<file path="config.mk">
export PLATFORM = sky130hd
export DESIGN_NAME = riscv_store_propagation
export DESIGN_NICKNAME = d
export VERILOG_FILES = /design/src/rtl/riscv_defines.sv /design/src/rtl/riscv_store_tag_fifo.sv /design/src/rtl/riscv_store_propagation.sv
export SDC_FILE = /design/constraint.sdc
export NUM_CORES = 1
export LEC_CHECK = 0
export ABC_AREA = 1
export CORE_MARGIN = 2
export CORE_UTILIZATION = 34
export CTS_BUF_LIST = sky130_fd_sc_hd__clkbuf_4 sky130_fd_sc_hd__clkbuf_8 sky130_fd_sc_hd__clkbuf_16
export CTS_CLUSTER_SIZE = 14
export DETAILED_ROUTE_END_ITERATION = 10
export PLACE_DENSITY = 0.79
export SLEW_MARGIN = 20
export SYNTH_ARGS = -nofsm -noshare
export SYNTH_HDL_FRONTEND = slang
export SYNTH_HIERARCHICAL = 1
export SYNTH_SLANG_ARGS = --single-unit
</file>
<file path="constraint.sdc">
create_clock -name clk -period 1.19 [get_ports clk]
set_input_delay 0.238 -clock clk [delete_from_list [all_inputs] [get_ports clk]]
set_output_delay 0.238 -clock clk [all_outputs]
set_load 0.005 [all_outputs]
</file>
<file path="src/rtl/riscv_defines.sv">
// Shared TPR field positions, ALU tag modes and store-tag types for the tag-propagation datapath.
package riscv_defines;

  localparam int unsigned ALU_MODE_WIDTH = 3;

  localparam logic [ALU_MODE_WIDTH-1:0] ALU_MODE_AND   = 3'd0;
  localparam logic [ALU_MODE_WIDTH-1:0] ALU_MODE_OR    = 3'd1;
  localparam logic [ALU_MODE_WIDTH-1:0] ALU_MODE_CLEAR = 3'd2;
  localparam logic [ALU_MODE_WIDTH-1:0] ALU_MODE_OLD   = 3'd3;

  localparam int unsigned LOADSTORE_LOW             = 19;
  localparam int unsigned LOADSTORE_HIGH            = 21;
  localparam int unsigned LOADSTORE_EN_SOURCE       = 22;
  localparam int unsigned LOADSTORE_EN_SOURCE_ADDR  = 23;

  typedef enum logic [1:0] {
    IDLE,
    REQ,
    WAIT
  } store_tag_fsm_e;

  typedef struct packed {
    logic [31:0] addr;
    logic [3:0]  wdata;
    logic [3:0]  be;
  } store_tag_entry_t;

endpackage

</file>
<file path="src/rtl/riscv_store_tag_fifo.sv">
// Pending tag-write queue. STORE_TAG_BUFFER_EN selects a 2-entry circular FIFO;
// otherwise a single holding register.
module riscv_store_tag_fifo
  import riscv_defines::*;
(
  input  logic             clk,
  input  logic             rst,
  input  logic             push_i,
  input  store_tag_entry_t entry_i,
  input  logic             pop_i,
  output store_tag_entry_t head_o,
  output logic             empty_o,
  output logic             full_o,
  output logic             more_o
);

`ifdef STORE_TAG_BUFFER_EN
  store_tag_entry_t mem_q [2];
  logic             wr_ptr_q, wr_ptr_d;
  logic             rd_ptr_q, rd_ptr_d;
  logic [1:0]       count_q, count_d;
  logic             push_ok, pop_ok;

  assign push_ok = push_i & (count_q != 2'd2);
  assign pop_ok  = pop_i & (count_q != 2'd0);

  always_comb begin
    wr_ptr_d = wr_ptr_q + push_ok;
    rd_ptr_d = rd_ptr_q + pop_ok;
    count_d  = count_q + {1'b0, push_ok} - {1'b0, pop_ok};
  end

  always_ff @(posedge clk) begin
    if (rst) begin
      wr_ptr_q <= 1'b0;
      rd_ptr_q <= 1'b0;
      count_q  <= '0;
      for (int unsigned i = 0; i < 2; i++) mem_q[i] <= '0;
    end else begin
      wr_ptr_q <= wr_ptr_d;
      rd_ptr_q <= rd_ptr_d;
      count_q  <= count_d;
      if (push_ok) mem_q[wr_ptr_q] <= entry_i;
    end
  end

  assign head_o  = mem_q[rd_ptr_q];
  assign empty_o = (count_q == 2'd0);
  assign full_o  = (count_q == 2'd2);
  assign more_o  = (count_q == 2'd2);
`else
  store_tag_entry_t entry_q, entry_d;
  logic             valid_q, valid_d;

  always_comb begin
    valid_d = (valid_q & ~pop_i) | push_i;
    entry_d = push_i ? entry_i : entry_q;
  end

  always_ff @(posedge clk) begin
    if (rst) begin
      valid_q <= 1'b0;
      entry_q <= '0;
    end else begin
      valid_q <= valid_d;
      entry_q <= entry_d;
    end
  end

  assign head_o  = entry_q;
  assign empty_o = ~valid_q;
  assign full_o  = valid_q;
  assign more_o  = 1'b0;
`endif

endmodule

</file>
<file path="src/rtl/riscv_store_propagation.sv">
// Store tag propagation: computes the store tag from the TPR and issues tag-memory writes
// through a req/gnt/rvalid handshake. Queue depth set by STORE_TAG_BUFFER_EN.
module riscv_store_propagation
  import riscv_defines::*;
(
  input  logic        clk,
  input  logic        rst,
  input  logic        store_valid_i,
  output logic        store_ready_o,
  input  logic [31:0] store_addr_i,
  input  logic [3:0]  store_be_i,
  input  logic        rs1_i_tag,
  input  logic        rs2_i_tag,
  input  logic [31:0] tpr_i,
  output logic        tag_req_o,
  input  logic        tag_gnt_i,
  output logic [31:0] tag_addr_o,
  output logic [3:0]  tag_wdata_o,
  output logic [3:0]  tag_be_o,
  input  logic        tag_rvalid_i,
  output logic        busy_o
);

  logic [ALU_MODE_WIDTH-1:0] mode;
  logic                      op_a, op_b, tag;
  logic                      accept, push, pop;
  logic                      fifo_empty, fifo_full, fifo_more;
  store_tag_entry_t          new_entry, head;
  store_tag_fsm_e            state_q, state_d;
  logic                      unused_bits;

  assign mode = tpr_i[LOADSTORE_HIGH:LOADSTORE_LOW];
  assign op_a = rs1_i_tag & tpr_i[LOADSTORE_EN_SOURCE_ADDR];
  assign op_b = rs2_i_tag & tpr_i[LOADSTORE_EN_SOURCE];

  always_comb begin
    tag = 1'b0;
    case (mode)
      ALU_MODE_AND: tag = op_a & op_b;
      ALU_MODE_OR:  tag = op_a | op_b;
      default:      tag = 1'b0;
    endcase
  end

`ifdef STORE_TAG_BUFFER_EN
  assign store_ready_o = ~rst & ~fifo_full;
`else
  assign store_ready_o = ~rst & ~fifo_full & (state_q == IDLE);
`endif

  // OLD mode and empty byte enables are accepted but leave memory tags untouched.
  assign accept    = store_valid_i & store_ready_o;
  assign push      = accept & (mode != ALU_MODE_OLD) & (|store_be_i);
  assign new_entry = '{addr: {store_addr_i[31:2], 2'b00}, wdata: {4{tag}}, be: store_be_i};

  riscv_store_tag_fifo u_fifo (
    .clk     (clk),
    .rst     (rst),
    .push_i  (push),
    .entry_i (new_entry),
    .pop_i   (pop),
    .head_o  (head),
    .empty_o (fifo_empty),
    .full_o  (fifo_full),
    .more_o  (fifo_more)
  );

  // Leaving IDLE on the incoming push gives the one-cycle accept-to-request latency.
  always_comb begin
    state_d = state_q;
    pop     = 1'b0;
    case (state_q)
      IDLE: if (!fifo_empty || push) state_d = REQ;
      REQ:  if (tag_gnt_i) state_d = WAIT;
      WAIT: begin
        if (tag_rvalid_i) begin
          pop     = 1'b1;
          state_d = (fifo_more || push) ? REQ : IDLE;
        end
      end
      default: state_d = IDLE;
    endcase
  end

  always_ff @(posedge clk) begin
    if (rst) state_q <= IDLE;
    else     state_q <= state_d;
  end

  assign tag_req_o   = ~rst & (state_q == REQ);
  assign tag_addr_o  = tag_req_o ? head.addr  : '0;
  assign tag_wdata_o = tag_req_o ? head.wdata : '0;
  assign tag_be_o    = tag_req_o ? head.be    : '0;
  assign busy_o      = ~rst & ~fifo_empty;

  assign unused_bits = ^{store_addr_i[1:0], tpr_i};

endmodule

</file>
# Word-level counts from Yosys, hierarchy flattened

Cells that the tools add are included.

Flip-flop bits (word level): 38
Bits in latches: 0
RAM bits: 0
ROM bits: 0
Bits of input ports: 75
Output and inout port bits: 43
Memories kept: 0

$add $sub $neg: 0
Multipliers: 0
Divide/modulo/power cells: 0
Magnitude comparators: 0
Eq/ne operators: 7
Shifts and indexed selects: 0
Mux-type cells: 11
Bitwise operators: 16
Reduce and logical (&&, ||, !) cells: 5

Operator list:

| cell               | number |
|---|---|
| $mux 32            | 1 |
| $and 1x1->1        | 11 |
| $mux 4             | 2 |
| $mux 2             | 3 |
| $pmux 2 s3         | 1 |
| $ne 2x2->1 const B | 2 |
| $reduce_or 4->1    | 1 |
| $eq 3x1->1 const B | 1 |
| $logic_not 3->1    | 1 |
| $mux 1             | 3 |
| $ne 3x2->1 const B | 1 |
| $not 1->1          | 3 |
| $reduce_and 3->1   | 1 |
| $eq 2x1->1 const B | 1 |
| $eq 2x2->1 const B | 1 |
| $logic_not 2->1    | 1 |
| $ne 2x1->1 const B | 1 |
| $or 1x1->1         | 2 |
| $pmux 1 s2         | 1 |
| $logic_or 1x1->1   | 1 |

# Depth between registers and ports, before layout

Word-level depth: 9
Depth in mapped cells: 8
Gate-level depth less buffers: 7

# Modules after synthesis

Netlist, hierarchy kept.

By module, submodules not included:

| module                  | times used | cells each | area each (um2) | sequential area each (um2) |
|---|---|---|---|---|
| riscv_store_tag_fifo    | 1          | 181        | 1,418.9         | 820.8 |
| riscv_store_propagation | 1          | 129        | 583.1           | 40.0 |

# Least setup slack after synthesis

Ideal clock, no wire load.

Kind: register to register
Start: register state_q[1]
End: register u_fifo.entry_q, in the netlist u_fifo/head_o[26]
Library setup time: 116 ps
Arrival: 1,138 ps
Setup slack: -64 ps
Cell stages (with the launch flop): 8
Path buffers: 1
Cells stage by stage: dfxtp_1 nor2_2 nand3_2 nor2_1 inv_2 buf_2 nor2_1 nor2_1

Cells in the longest elaborated chain, start to end: 5

RTL lines:

| what                      | line                          | text |
|---|---|---|
| start: declaration        | riscv_store_propagation.sv:29 | `store_tag_fsm_e state_q, state_d;` |
| start signal: assignment  | riscv_store_propagation.sv:87 | `else state_q <= state_d;` |
| $logic_not 2->1           | riscv_store_propagation.sv:48 | `assign store_ready_o = ~rst & ~fifo_full & (state_q == IDLE);` |
| $and 1x1->1               | riscv_store_propagation.sv:48 |  |
| $and 1x1->1               | riscv_store_propagation.sv:52 | `assign accept = store_valid_i & store_ready_o;` |
| $and 1x1->1 (2 in series) | riscv_store_propagation.sv:53 | `assign push = accept & (mode != ALU_MODE_OLD) & (\|store_be_i);` |
| via push                  | riscv_store_propagation.sv:26 | `logic accept, push, pop;` |
| end signal: assignment    | riscv_store_tag_fifo.sv:66    | `entry_q <= entry_d;` |
| end: declaration          | riscv_store_tag_fifo.sv:52    | `store_tag_entry_t entry_q, entry_d;` |

The timed path passes the listed nets, and every way through them passes these cells.
A chain may end at the register's enable or synchronous reset.

# Worst setup path in the final report

Start: register state_q[1]
End: output tag_be_o[0]

Cells in the longest elaborated chain, start to end: 3

RTL lines:

| what             | line                          | text |
|---|---|---|
| $eq 2x1->1       | riscv_store_propagation.sv:90 | `assign tag_req_o = ~rst & (state_q == REQ);` |
| $and 1x1->1      | riscv_store_propagation.sv:90 |  |
| $mux 4           | riscv_store_propagation.sv:93 | `assign tag_be_o = tag_req_o ? head.be : '0;` |
| end: declaration | riscv_store_propagation.sv:19 | `output logic [3:0] tag_be_o,` |

No other way between the ends.

==> summary.md <==
| Metric | Value |
|---|---|
| Gate Count Post-Synth | `310` |
| Crit path buf inv count | `4` |
| Core Region | `5610 um2` |
| Row count | `27` |
| GPL Wtd Cong | `0.773` |
| Syn. warnings | `6` |
| Placed Area | `3030 um2` |
| Final WL | `7520 um` |
| Fin area | `4090 um2` |
| Final period utilization | `1.43` |
| DR vias/cell | `4.69` |
| Slew margin rel. | `0.395` |
| Sequential-to-total area share from yosys stat | `0.430` |
| Fin util | `0.730` |
| Clock Path Buffers | `2` |
| First-pass GRT wire length | `12000 um` |
| Ant diodes | `0` |
| Initial Util | `0.357` |
| Post-DP HPWL | `3640 um` |
| Least-Margin Pin Slew | `907 ps` |
| Status | `complete, but fails checks` |
| Max IR drop VDD | `1.25 mV` |
| Setup ws final | `-511 ps` |
| RSZ-0062 raised after global routing | `yes` |
| Top delay family on crit path | `buffers and inverters` |
| Clk slew on worst S/H paths | `80 ps` |
| Routed length per placed instance | `14.7 um` |
| Worst Path Max Fanout | `13` |
| Final Non-Filler Cells | `510` |
| Hold Crit Class | `input pin to flip-flop` |
| Die ar. | `6520 um2` |
| Number of global-route vias before repair | `2483` |
| Mean area per synthesized cell | `6.46 um2` |
| Violated checks | `setup timing` |
| Initial antenna violation count | `0` |
| Max cap viols | `0` |
| CP Capture Type | `primary output` |
| Slew Viols, Final | `0` |
| Synth Register Bits | `43` |
| Starting DRT DRC Count | `103` |
| Pre-CTS WS | `-766 ps` |
| CTS sink cnt | `43` |
| CP max-delay cell | `dfxtp_2` |
| Critical Path, Cell by Cell | `inv_2, nand2_4, nor2_4, inv_4, buf_16, nor2_1, clkdlybuf4s15_2` |
| Min Tclk post-route | `1700 ps` |
| CTS buffer count | `5` |
| Clock Latency Late Sink | `300 ps` |
| Antenna-violating nets left | `0` |
| Layout cells sized above 1 | `0.466` |
| FF-to-FF Start | `state_q[0]` |
| Filler Cell Count | `412` |
| CTS tree | `done` |
| Final TNS setup | `-35070 ps` |
| Total GRT Usage | `0.244` |
| Final setup skew | `6.69 ps` |
| I/O pin cnt | `118` |
| Inst Count DP | `471` |
| Clk root buf | `clkbuf_8` |
| Total grt overflow | `0` |
| CP arrival | `1460 ps` |
| DRC | `0` |
| Nets | `512` |
| Setup CP Type | `flip-flop to primary output` |
| Max Clk Rate | `588 MHz` |
| Final hold vios | `0` |
| Largest net degree at the start of global routing | `41` |
| Crit path launch type | `flip-flop` |
| Cell Pwr Density | `1560 nW/um2` |
| CP max stage delay | `330 ps` |
| Hold_sp | `rst` |
| DIE HEIGHT | `80.7 um` |
| Post-synth cell types | `20` |
| Req. time, crit path | `950 ps` |
| PortBufs | `88` |
| Mapped cell area | `2000 um2` |
| CTS HTree Levels | `2` |
| Leakage power | `1.69 nW` |
| Die width | `80.7 um` |
| Final setup fails | `85` |
| P&R area growth vs syn | `104%` |
| DRT Pass-1 Iters | `4` |
| Vias | `2392` |
| Crit path from | `state_q[1]` |
## repair_timing
| action | 4_1_cts | 5_1_grt |
|---|---|---|
| hold buffers | 0 | 0 |
| pin swaps | 47 | 28 |
| endpoints found under the setup margin | 86 | 86 |
| resized for setup | 317 | 50 |
| buffers inserted | 19 | 4 |
| cloned | 12 | 1 |
## where the power goes
group | total (W) | switching [W] | internal, W
Combinational | 0.00332 | 0.00155 | 0.00177
Clock | 0.00119 | 0.000507 | 0.000679
Sequential | 0.00190 | 0.000180 | 0.00172
## placed cells by master, fill, tap and decap left out, types with 2 or more instances in the layout
cell	Yosys	final
inv_1	50	49
clkdlybuf4s50_1	0	44
conb_1	2	3
o21ai_2	1	20
o21ai_0	37	11
buf_4	1	14
nand3_2	1	2
nor2_1	127	62
nor3_1	3	2
clkdlybuf4s15_2	0	8
nand2_1	9	8
clkbuf_8	0	6
dfxtp_4	0	2
dfxtp_1	43	40
buf_6	4	11
o21ai_4	0	2
nand3_1	4	2
buf_16	0	9
nor2_2	4	28
buf_2	7	35
nor2_4	0	41
buf_12	0	9
inv_2	4	3
o21ai_1	5	10
buf_8	0	3
## state kept, by name, summed over array words and instances (netlist names)
signal,count
u_fifo/full_o,1
u_fifo/head_o,40
state_q,2
## cell usage after synthesis
library cell	number	area [um2]
o21ai_1	5	25.0
nand3_2	1	10.0
nand3_1	4	20.0
buf_4	1	7.51
a21oi_1	2	10.0
a31oi_1	1	6.26
o21ai_2	1	8.76
buf_6	4	45.0
nor2_1	127	477
inv_1	50	188
clkbuf_4	1	7.51
nor2_2	4	25.0
inv_2	4	15.0
nor3_1	3	15.0
o21ai_0	37	185
nand2_1	9	33.8
conb_1	2	7.51
dfxtp_1	43	861
buf_2	7	35.0
clkbuf_2	4	20.0
## metal layers
metal  part of all wire  GRT usage  up-vias
li1                   -          -     1179
met1               0.40      0.289     1123
met3              0.049     0.0422       14
met4              0.016     0.0881        0
met5                  0          0        -
met2               0.53      0.441       76
## layout make-up
class | count | area, um2 | area share
clock inverter | 2 | 35.0 | 0.00856
timing repair buffer | 136 | 1470 | 0.360
clock buffer | 6 | 82.6 | 0.0202
sequential | 43 | 870 | 0.213
tap | 72 | 90.1 | 0.0220
inverter | 54 | 218 | 0.0532
multi-input combinational | 197 | 1320 | 0.323
## worst register-to-register path, cell delays in order, from the launching register on
cell     delay, ps
dfxtp_4        360
buf_6          120
nor2_4         120
buf_6          110
nand3_4         70
nor2_4         180
buf_6          150
inv_12          50
buf_12         130
buf_16         140
nor2_4         100
nor2_1          50
## worst paths after layout
path / slack, ps / to / cells past startpoint
max: -510 / tag_be_o[0] / 7
min: 460 / u_fifo/full_o / 3
max reg2reg: -490 / u_fifo/head_o[11] / 11
min reg2reg: 500 / u_fifo/head_o[22] / 2
## through the flow
step                      hold WS, ps  total power, W
after CTS                         448         0.00614
after global placement            466         0.00341
after detailed placement          485         0.00348
final                             460         0.00640
after global routing              474         0.00676
after floorplan                   307         0.00275
## cells by family after synthesis
logic type      count (synthesis)  share of synthesized area
simple gates                  148                      0.290
buf+inv                        71                      0.159
compound gates                 46                      0.118
flops                          43                      0.430
other cells                     2                    0.00375
Note: power is estimated with default switching activity, not from simulation.
